==> config.mk <==
export PLATFORM = sky130hd
export DESIGN_NAME = watch_time_counter
export DESIGN_NICKNAME = d
export VERILOG_FILES = /design/src/rtl/watch_time_counter.sv
export SDC_FILE = /design/constraint.sdc
export NUM_CORES = 1
export LEC_CHECK = 0
export CAP_MARGIN = 20
export CORE_ASPECT_RATIO = 1.1
export CORE_MARGIN = 10
export CORE_UTILIZATION = 35
export CTS_CLUSTER_SIZE = 14
export DETAILED_ROUTE_END_ITERATION = 10
export REMOVE_ABC_BUFFERS = 1
export SLEW_MARGIN = 20
export SYNTH_ARGS = -nofsm -noshare
export SYNTH_HDL_FRONTEND = slang
export SYNTH_SLANG_ARGS = --single-unit
==> constraint.sdc <==
create_clock -name clk -period 6.35 [get_ports clk]
set_input_delay 0.9525 -clock clk [delete_from_list [all_inputs] [get_ports clk]]
set_output_delay 0.9525 -clock clk [all_outputs]
set_load 0.05 [all_outputs]
==> src/rtl/watch_time_counter.sv <==
// watch_time_counter: calendar/time-of-day keeper, one second per clk1sec rise.
// Full Gregorian carry, validated loads from set-mode via {bin_time, en_time}.
//
// Ports:
//   clk       system clock
//   rst       asynchronous active-high reset
//   clk1sec   1 Hz square wave, asynchronous to clk
//   en_time   one-cycle load strobe
//   bin_time  {year[11:0],month,day,hour,minute,second} in binary
//   year..second  current calendar time (registered)
//   sec_tick  pulse the cycle after each second step
//   load_err  pulse the cycle after a rejected load
module watch_time_counter #(
  parameter logic [11:0] RST_YEAR  = 12'd2000,
  parameter logic [7:0]  RST_MONTH = 8'd1,
  parameter logic [7:0]  RST_DAY   = 8'd1,
  parameter logic [11:0] YEAR_MAX  = 12'd4095
) (
  input  logic        clk,
  input  logic        rst,
  input  logic        clk1sec,
  input  logic        en_time,
  input  logic [51:0] bin_time,
  output logic [11:0] year,
  output logic [7:0]  month,
  output logic [7:0]  day,
  output logic [7:0]  hour,
  output logic [7:0]  minute,
  output logic [7:0]  second,
  output logic        sec_tick,
  output logic        load_err
);

  function automatic logic is_leap(
    input logic [11:0] y
  );
    logic d4;
    logic d100;
    logic d400;
    d4   = (y[1:0] == 2'b00);
    d100 = ((y % 12'd100) == 12'd0);
    d400 = ((y % 12'd400) == 12'd0);
    return (d4 && !d100) || d400;
  endfunction

  function automatic logic [7:0] max_date(
    input logic [7:0]  m,
    input logic [11:0] y
  );
    logic [7:0] r;
    case (m)
      8'd4, 8'd6,
      8'd9, 8'd11: r = 8'd30;
      8'd2:        r = 8'd28 + {7'd0, is_leap(y)};
      default:     r = 8'd31;
    endcase
    return r;
  endfunction

  // clk1sec synchroniser and rise detect
  logic r_s1;
  logic r_s2;
  logic r_s3;
  logic w_inc;

  assign w_inc = r_s2 & ~r_s3;

  // current time
  logic [11:0] r_year;
  logic [7:0]  r_month;
  logic [7:0]  r_day;
  logic [7:0]  r_hour;
  logic [7:0]  r_min;
  logic [7:0]  r_sec;
  logic        r_sec_tick;
  logic        r_load_err;

  // load fields
  logic [11:0] w_ld_year;
  logic [7:0]  w_ld_month;
  logic [7:0]  w_ld_day;
  logic [7:0]  w_ld_hour;
  logic [7:0]  w_ld_min;
  logic [7:0]  w_ld_sec;
  logic [7:0]  w_ld_dim;
  logic        w_ld_valid;

  assign w_ld_year  = bin_time[51:40];
  assign w_ld_month = bin_time[39:32];
  assign w_ld_day   = bin_time[31:24];
  assign w_ld_hour  = bin_time[23:16];
  assign w_ld_min   = bin_time[15:8];
  assign w_ld_sec   = bin_time[7:0];

  assign w_ld_dim = max_date(w_ld_month, w_ld_year);

  assign w_ld_valid =
    (w_ld_year != 12'd0) &&
    (w_ld_year <= YEAR_MAX) &&
    (w_ld_month != 8'd0) &&
    (w_ld_month <= 8'd12) &&
    (w_ld_day != 8'd0) &&
    (w_ld_day <= w_ld_dim) &&
    (w_ld_hour <= 8'd23) &&
    (w_ld_min <= 8'd59) &&
    (w_ld_sec <= 8'd59);

  // next time after one second
  logic [11:0] w_nx_year;
  logic [7:0]  w_nx_month;
  logic [7:0]  w_nx_day;
  logic [7:0]  w_nx_hour;
  logic [7:0]  w_nx_min;
  logic [7:0]  w_nx_sec;
  logic [7:0]  w_dim;

  assign w_dim = max_date(r_month, r_year);

  always_comb begin
    w_nx_year  = r_year;
    w_nx_month = r_month;
    w_nx_day   = r_day;
    w_nx_hour  = r_hour;
    w_nx_min   = r_min;
    w_nx_sec   = r_sec;
    if (r_sec < 8'd59) begin
      w_nx_sec = r_sec + 8'd1;
    end else begin
      w_nx_sec = 8'd0;
      if (r_min < 8'd59) begin
        w_nx_min = r_min + 8'd1;
      end else begin
        w_nx_min = 8'd0;
        if (r_hour < 8'd23) begin
          w_nx_hour = r_hour + 8'd1;
        end else begin
          w_nx_hour = 8'd0;
          // >= keeps an out-of-range day from running away
          if (r_day < w_dim) begin
            w_nx_day = r_day + 8'd1;
          end else begin
            w_nx_day = 8'd1;
            if (r_month < 8'd12) begin
              w_nx_month = r_month + 8'd1;
            end else begin
              w_nx_month = 8'd1;
              if (r_year >= YEAR_MAX)
                w_nx_year = 12'd1;
              else
                w_nx_year = r_year + 12'd1;
            end
          end
        end
      end
    end
  end

  always_ff @(posedge clk or posedge rst) begin
    if (rst) begin
      r_s1       <= 1'b0;
      r_s2       <= 1'b0;
      r_s3       <= 1'b0;
      r_year     <= RST_YEAR;
      r_month    <= RST_MONTH;
      r_day      <= RST_DAY;
      r_hour     <= 8'd0;
      r_min      <= 8'd0;
      r_sec      <= 8'd0;
      r_sec_tick <= 1'b0;
      r_load_err <= 1'b0;
    end else begin
      r_s1       <= clk1sec;
      r_s2       <= r_s1;
      r_s3       <= r_s2;
      r_sec_tick <= w_inc;
      r_load_err <= en_time & ~w_ld_valid;
      // a load (even a rejected one) swallows a coincident second
      if (en_time) begin
        if (w_ld_valid) begin
          r_year  <= w_ld_year;
          r_month <= w_ld_month;
          r_day   <= w_ld_day;
          r_hour  <= w_ld_hour;
          r_min   <= w_ld_min;
          r_sec   <= w_ld_sec;
        end
      end else if (w_inc) begin
        r_year  <= w_nx_year;
        r_month <= w_nx_month;
        r_day   <= w_nx_day;
        r_hour  <= w_nx_hour;
        r_min   <= w_nx_min;
        r_sec   <= w_nx_sec;
      end
    end
  end

  assign year     = r_year;
  assign month    = r_month;
  assign day      = r_day;
  assign hour     = r_hour;
  assign minute   = r_min;
  assign second   = r_sec;
  assign sec_tick = r_sec_tick;
  assign load_err = r_load_err;

endmodule

==> run summary, run 1 <==
M1 GR Usage: 0.205
Initial antenna violation count: 0
Global route overflow: 0
Arr. time, crit path: 6270 ps
Reg2Reg Capture Point: day[2]
Crit-path slowest cell: maj3_1
Vias in the first global route: 5906
Internal power: 0.00103 W
Diodes inserted: 0
Commonest cells after routing, fill and taps aside: clkdlybuf4s50_1 (103), o21ai_0 (58), nand2_1 (55), nor2_1 (52), dfrtp_1 (49)
Crit path max fanout: 9
Non-Filler Instances: 1029
Met3 Use GR: 0.0536
Yosys cell types: 87
DIE AREA: 20800 sq um
Fin crit share: 0.946
Number of flops mapped to enable cells by yosys: 0
Boundary Pins: 110
MaxCap Viol Count: 0
Async SR Flop Fraction: 1.00
CP delay by family, top: compound AO/OA/AOI/OAI gates
Fill cell count: 1462
WS Path Type: input port to flop
GRT busiest layer: met2
Clk sinks: 57
Worst reg2reg path depth: 14
CTS Root Cell: clkbuf_16
First-pass GRT wire length: 30.3 mm
NetSw: 0.000610 W
Post-synth top flop: dfrtp_1
Hold Crit Start: r_s1
Initial Util: 0.358
CP max stage delay: 360 ps
Rows: 47
Hold Violations, Final: 0
H-tree Lvls: 3
Clock skew: 8.92 ps
Most common cell after layout, fill and taps aside: clkdlybuf4s50_1
CTS tree: yes
Slew HR: 0.335
Routed vias: 6090
Yosys warnings: 0
Critical path buffers and inverters: 3
Worst skew pair latency: 330 ps
Largest net degree at the start of global routing: 58
IO Port Bufs: 109
GR Util All Layers: 0.171
Syn avg cell area: 7.59 sq um
Routed wire length per instance: 18.4 um
CTS Buf Count: 9
Detailed Routing Iterations Pass 1: 5
Clock power share: 0.341
Max Slew Vio Count: 0
Vias/cell: 5.92
Final instance area: 7290 sq um
Leakage dissipation: 2.94 nW
Worst Tran Pin Value: 993 ps
PD cells: 225 nW/um^2
Cells after Synth: 712
Status: finished, final reports clean
Mapped Area: 5410 sq um
Seq pwr share: 0.287
#FFs+latches synth: 57
Hold Slack: 360 ps
Most used cell, CP: a21oi_1
WL final: 18.9 mm
Final Util: 0.483
Die H: 150 um
Sequential element share of the synthesized area: 0.266
Die W: 138 um
Worst setup SP type: input port
ANT nets after route: 0
Hold crit path type: flop to flop
Hold path depth: 0
Worst reg-to-reg setup slack: 1150 ps
FF-to-FF Start: year[11]
Detail Placement HPWL: 14.0 mm
Hold worst-path end: r_s2
Setup-failing EPs final: 0
Switching share of power: 0.372
Placed Instances: 1011
Critical Path RT: 6620 ps
Layout cell share with drive strength beyond 1: 0.133
Remaining DRCs: 0
Fmax: 167 MHz
Critical Path End Type: flop
Post-placement cell area: 6820 sq um
Total Nets Final: 897
CORE AREA: 15100 sq um
Global routing usage on met2: 0.284
Gate power share: 0.372
Maximum vdd drop: 0.000149 V
Worst-case clock buffer depth: 2
1st-iter DRT viols: 483
Period minus WS final: 6000 ps
Clock Pin Slew Worst Setup and Hold Paths: 60 ps
Placer Congestion: 0.862
Area growth from synthesis to layout: 35.0%
## per-stage QoR
step	worst slack, ps	setup TNS, ps	power (W)
6_report	345	0	0.00164
5_1_grt	-28.9	-98.6	0.00173
4_1_cts	0.866	0	0.00164
3_5_place_dp	-314	-5410	0.00107
3_3_place_gp	-175	-2060	0.00106
2_1_floorplan	-929	-14010	0.000828
## per-layer routing
| metal | part of all wire | up-vias | wire (um) |
|---|---|---|---|
| li1 | - | 2911 | - |
| met2 | 0.48 | 207 | 9040 |
| met1 | 0.42 | 2947 | 7970 |
| met5 | 0 | - | 0 |
| met3 | 0.079 | 25 | 1490 |
| met4 | 0.021 | 0 | 399 |
## logic make-up (layout without fill, tap and decap cells)
group	Yosys count	after routing	synth area share
DFF	57	57	0.266
buffers and inverters	78	199	0.0653
adders and majority gates	14	14	0.0319
muxes	14	14	0.0269
and+or+nand+nor	283	283	0.273
AOI/OAI and AO/OA	256	256	0.321
xor gates and xnor gates	10	10	0.0162
## Yosys cell counts, types with 6 or more instances
library cell / count / area share
ha_1: 13 / 0.030
a22oi_1: 9 / 0.012
buf_2: 9 / 0.0083
a21oi_1: 48 / 0.044
dfrtp_1: 49 / 0.23
nand4_1: 6 / 0.0069
a32oi_1: 7 / 0.011
mux2i_1: 10 / 0.019
nor2_1: 54 / 0.037
clkbuf_1: 27 / 0.019
nor2b_1: 17 / 0.020
and3_1: 8 / 0.0093
o211ai_1: 8 / 0.011
inv_1: 28 / 0.019
o2bb2ai_1: 9 / 0.015
and2_1: 15 / 0.017
nand2b_1: 9 / 0.010
a21o_1: 10 / 0.014
o31ai_1: 9 / 0.012
o21ai_0: 59 / 0.055
or3_1: 6 / 0.0069
nor3b_1: 6 / 0.0083
a211oi_1: 9 / 0.012
nand3_1: 33 / 0.031
nor3_1: 26 / 0.024
dfstp_2: 8 / 0.039
xnor2_1: 8 / 0.013
a31oi_1: 17 / 0.020
nand2_1: 57 / 0.040
nor4_1: 12 / 0.014
## timing repair
| action | 4_1_cts | 5_1_grt |
|---|---|---|
| pin swaps | 0 | 13 |
| setup endpoints to repair | 2 | 36 |
| setup buffers | 0 | 2 |
| gates resized for setup | 1 | 26 |
| hold buffers | 0 | 0 |
| endpoints found under the hold margin | 0 | 0 |
## cell type report
class,count,area (sq um),area share
clock inverters,7,119,0.0163
well taps,196,245,0.0336
clock buffers,9,225,0.0309
repair buffers,154,1450,0.198
multi-input cells,577,3710,0.509
flip-flops and latches,57,1440,0.197
inverters,29,109,0.0149
## state kept, by name, summed over array words and instances, names as in the netlist, 8 cells and up
signal,flops
day,8
month,8
year,12
second,8
hour,8
minute,8
## how the worst max path moves through the flow
stage / from / end / depth (start not counted)
finish: bin_time[47] / day[3] / 29
global route: bin_time[51] / day[3] / 29
CTS: bin_time[47] / year[6] / 29
detailed placement: bin_time[47] / day[3] / 31
global placement: bin_time[47] / year[6] / 31
floorplan: bin_time[47] / year[6] / 26
## worst reg2reg max path: cells and delay by family, from the launching register on
kind,cells,cell delay [ps]
DFF,1,920
AOI/OAI and AO/OA,11,3660
and+or+nand+nor,3,530
## power by group through the flow
stage | logic, W | clock network (W) | registers [W]
final | 0.000611 | 0.000560 | 0.000472
after global routing | 0.000661 | 0.000587 | 0.000481
after CTS | 0.000598 | 0.000567 | 0.000471
after detailed placement | 0.000593 | 0 | 0.000476
after global placement | 0.000585 | 0 | 0.000474
after floorplan | 0.000237 | 0 | 0.000591
Power figures use the tool's default switching activity.
==> run 2: changes to the inputs <==
==> constraint.sdc (replaced) <==
create_clock -name clk -period 7.1 [get_ports clk]
set_input_delay 1.42 -clock clk [delete_from_list [all_inputs] [get_ports clk]]
set_output_delay 1.42 -clock clk [all_outputs]
set_load 0.05 [all_outputs]
==> run 2 against run 1 <==
Compared with the run above:
- utilization down 0.53 points
- setup slack better by 41 ps
- critical path depth rose by 1
- highest routed layer unchanged
- sequential cell count unchanged
- clock skew down 3.5 ps
- cell count shrank 0.68%
- global-route usage decreased by 0.091 points
- largest power group unchanged
- sequential power down 11%
- cell area is 1.1% lower
- first-iteration DRC count decreased by 19%
- non-clock buffer count shrank 7
- wire length shrank 3.0%
==> run summary, run 2 (synthesis results as in run 1) <==
Critical Path RT: 7370 ps (+750 ps)
ANT nets after route: 0 (unchanged)
First-pass GRT wire length: 30.2 mm (-0.25%)
Fmax: 149 MHz
Hold crit path type: flop to flop
Routed vias: 5930 (-2.6%)
FF-to-FF Start: year[11]
Clock Pin Slew Worst Setup and Hold Paths: 50 ps (about the same)
Largest net degree at the start of global routing: 58 (unchanged)
Post-CTS Hold Fix Bufs: 0 (unchanged)
Worst reg-to-reg setup slack: 1950 ps (+800 ps)
Most common cell after layout, fill and taps aside: clkdlybuf4s50_1
Remaining DRCs: 0 (unchanged)
CORE AREA: 15100 sq um (unchanged)
PD cells: 202 nW/um^2 (-10%)
Worst-case clock buffer depth: 2 (unchanged)
Status: finished, final reports clean
Layout cell share with drive strength beyond 1: 0.120 (-0.0134)
Largest register FFs: 12 (unchanged)
Vias/cell: 5.80 (-2.0%)
Rows: 47 (unchanged)
Diodes inserted: 0 (unchanged)
Worst skew pair latency: 330 ps (about the same)
Initial antenna violation count: 0 (unchanged)
Crit path max fanout: 11 (+2)
H-tree Lvls: 3 (unchanged)
Clock skew: 5.41 ps (-3.51 ps)
IO Port Bufs: 109 (unchanged)
Fill cell count: 1462 (unchanged)
Routed wire length per instance: 17.9 um (-2.3%)
WS Path Type: input port to flop
Detailed Routing Iterations Pass 1: 5 (unchanged)
Setup-failing EPs final: 0 (unchanged)
Total Nets Final: 890 (-0.78%)
GR Util All Layers: 0.170 (-0.000910)
Most used cell, CP: a21oi_1
Area growth from synthesis to layout: 33.5%
Critical Path Source: bin_time[46]
Reg2Reg Capture Point: day[2]
Max Slew Vio Count: 0 (unchanged)
FF/Latch Area: 1440 sq um (unchanged)
Initial Util: 0.358 (unchanged)
CTS tree: yes
Commonest cells after routing, fill and taps aside: clkdlybuf4s50_1 (106), o21ai_0 (59), nand2_1 (56), nor2_1 (53), dfrtp_1 (49)
Area of the multi-input gates: 3690 sq um (-0.64%)
Vias in the first global route: 6050 (+2.4%)
Hold Crit Start: r_s1
Leakage dissipation: 2.87 nW (-2.3%)
Hold path depth: 0 (unchanged)
MaxCap Viol Count: 0 (unchanged)
Arr. time, crit path: 6990 ps (+720 ps)
Boundary Pins: 110 (unchanged)
CTS Root Cell: clkbuf_16
Hold Violations, Final: 0 (unchanged)
Clk sinks: 57 (unchanged)
Detail Placement HPWL: 13.8 mm (-1.6%)
DIE AREA: 20800 sq um (unchanged)
Hold Slack: 354 ps (-6.59 ps)
CTS Buf Count: 9 (unchanged)
CP max stage delay: 550 ps (+190 ps)
Die W: 138 um (unchanged)
Worst Tran Pin Value: 1030 ps (+35.2 ps)
Die H: 150 um (unchanged)
Crit-path slowest cell: or4_1
Setup Fix Bufs, Post-CTS: 0 (unchanged)
Slew HR: 0.311 (-0.0236)
1st-iter DRT viols: 392 (-19%)
Global route overflow: 0 (unchanged)
Placer Congestion: 0.863 (+0.12%)
Worst reg2reg path depth: 14 (unchanged)
Period minus WS final: 6710 ps
Hold worst-path end: r_s2
Fin crit share: 0.946
WL final: 18.3 mm (-3.0%)
Critical Path End Type: flop
Maximum vdd drop: 0.000135 V (-9.3%)
Pre-CTS setup slack: -37.8 ps (+276 ps)
Final critical-path setup slack: 386 ps (+40.8 ps)
Post-cts resize count: 0 (-1)
Worst setup SP type: input port
-- run 2: layer usage --
metal | share of wire | wire [um] | track usage | up-vias
met5 | 0 | 0 | 0 | -
met4 | 0.015 | 279 | 0.0549 | 0
met3 | 0.082 | 1510 | 0.0573 | 21
met2 | 0.47 | 8680 | 0.288 | 180
met1 | 0.43 | 7880 | 0.199 | 2829
li1 | - | - | - | 2900
-- run 2: worst max-delay path: cells and delay by family --
| kind | cells | cell delay (ps) |
|---|---|---|
| AOI/OAI and AO/OA | 15 | 2120 |
| and+or+nand+nor | 8 | 1770 |
| buffers and inverters | 4 | 970 |
| adders and majority gates | 1 | 310 |
| muxes | 1 | 210 |
| xor gates and xnor gates | 1 | 190 |
-- run 2: area by class of cell --
cell class / count / share of cell area
clock buffers: 9 / 0.0312
clock inverters: 7 / 0.0165
inverters: 29 / 0.0151
multi-input cells: 577 / 0.511
flip-flops and latches: 57 / 0.199
well taps: 196 / 0.0340
repair buffers: 147 / 0.193
-- run 2: stage by stage --
stage,cell area (sq um),std cells,power [W],util,TNS [ps]
3_3_place_gp,6780,1006,0.000944,0.449,0
2_1_floorplan,5160,663,0.000741,-,-7980
4_1_cts,7130,1022,0.00146,0.472,0
6_report,7210,1022,0.00146,0.477,0
5_1_grt,7210,1022,0.00154,0.477,-121
3_5_place_dp,6780,1006,0.000952,0.449,-77.4
-- run 2: how the worst max path moves through the flow --
stage | to | slack, ps | cells after the start
6_report | year[6] | 390 | 30
5_1_grt | year[10] | -30 | 29
4_1_cts | day[3] | 270 | 31
3_5_place_dp | day[3] | -40 | 31
3_3_place_gp | year[6] | 110 | 31
2_1_floorplan | year[6] | -650 | 26
-- run 2: power breakdown --
part	switching (W)	internal, W	total [W]
logic	0.000325	0.000212	0.000538
registers	0.0000590	0.000363	0.000422
clock network	0.000157	0.000342	0.000499
total	0.000541	0.000918	0.00146
==> run 3: changes to the inputs <==
--- a/config.mk
+++ b/config.mk
@@ -12,7 +12,6 @@
 export CTS_CLUSTER_SIZE = 14
 export DETAILED_ROUTE_END_ITERATION = 10
 export REMOVE_ABC_BUFFERS = 1
-export SLEW_MARGIN = 20
 export SYNTH_ARGS = -nofsm -noshare
 export SYNTH_HDL_FRONTEND = slang
 export SYNTH_SLANG_ARGS = --single-unit
==> results of run 3 <==
The final DEF is identical to that of run 2; final timing and power are the same.
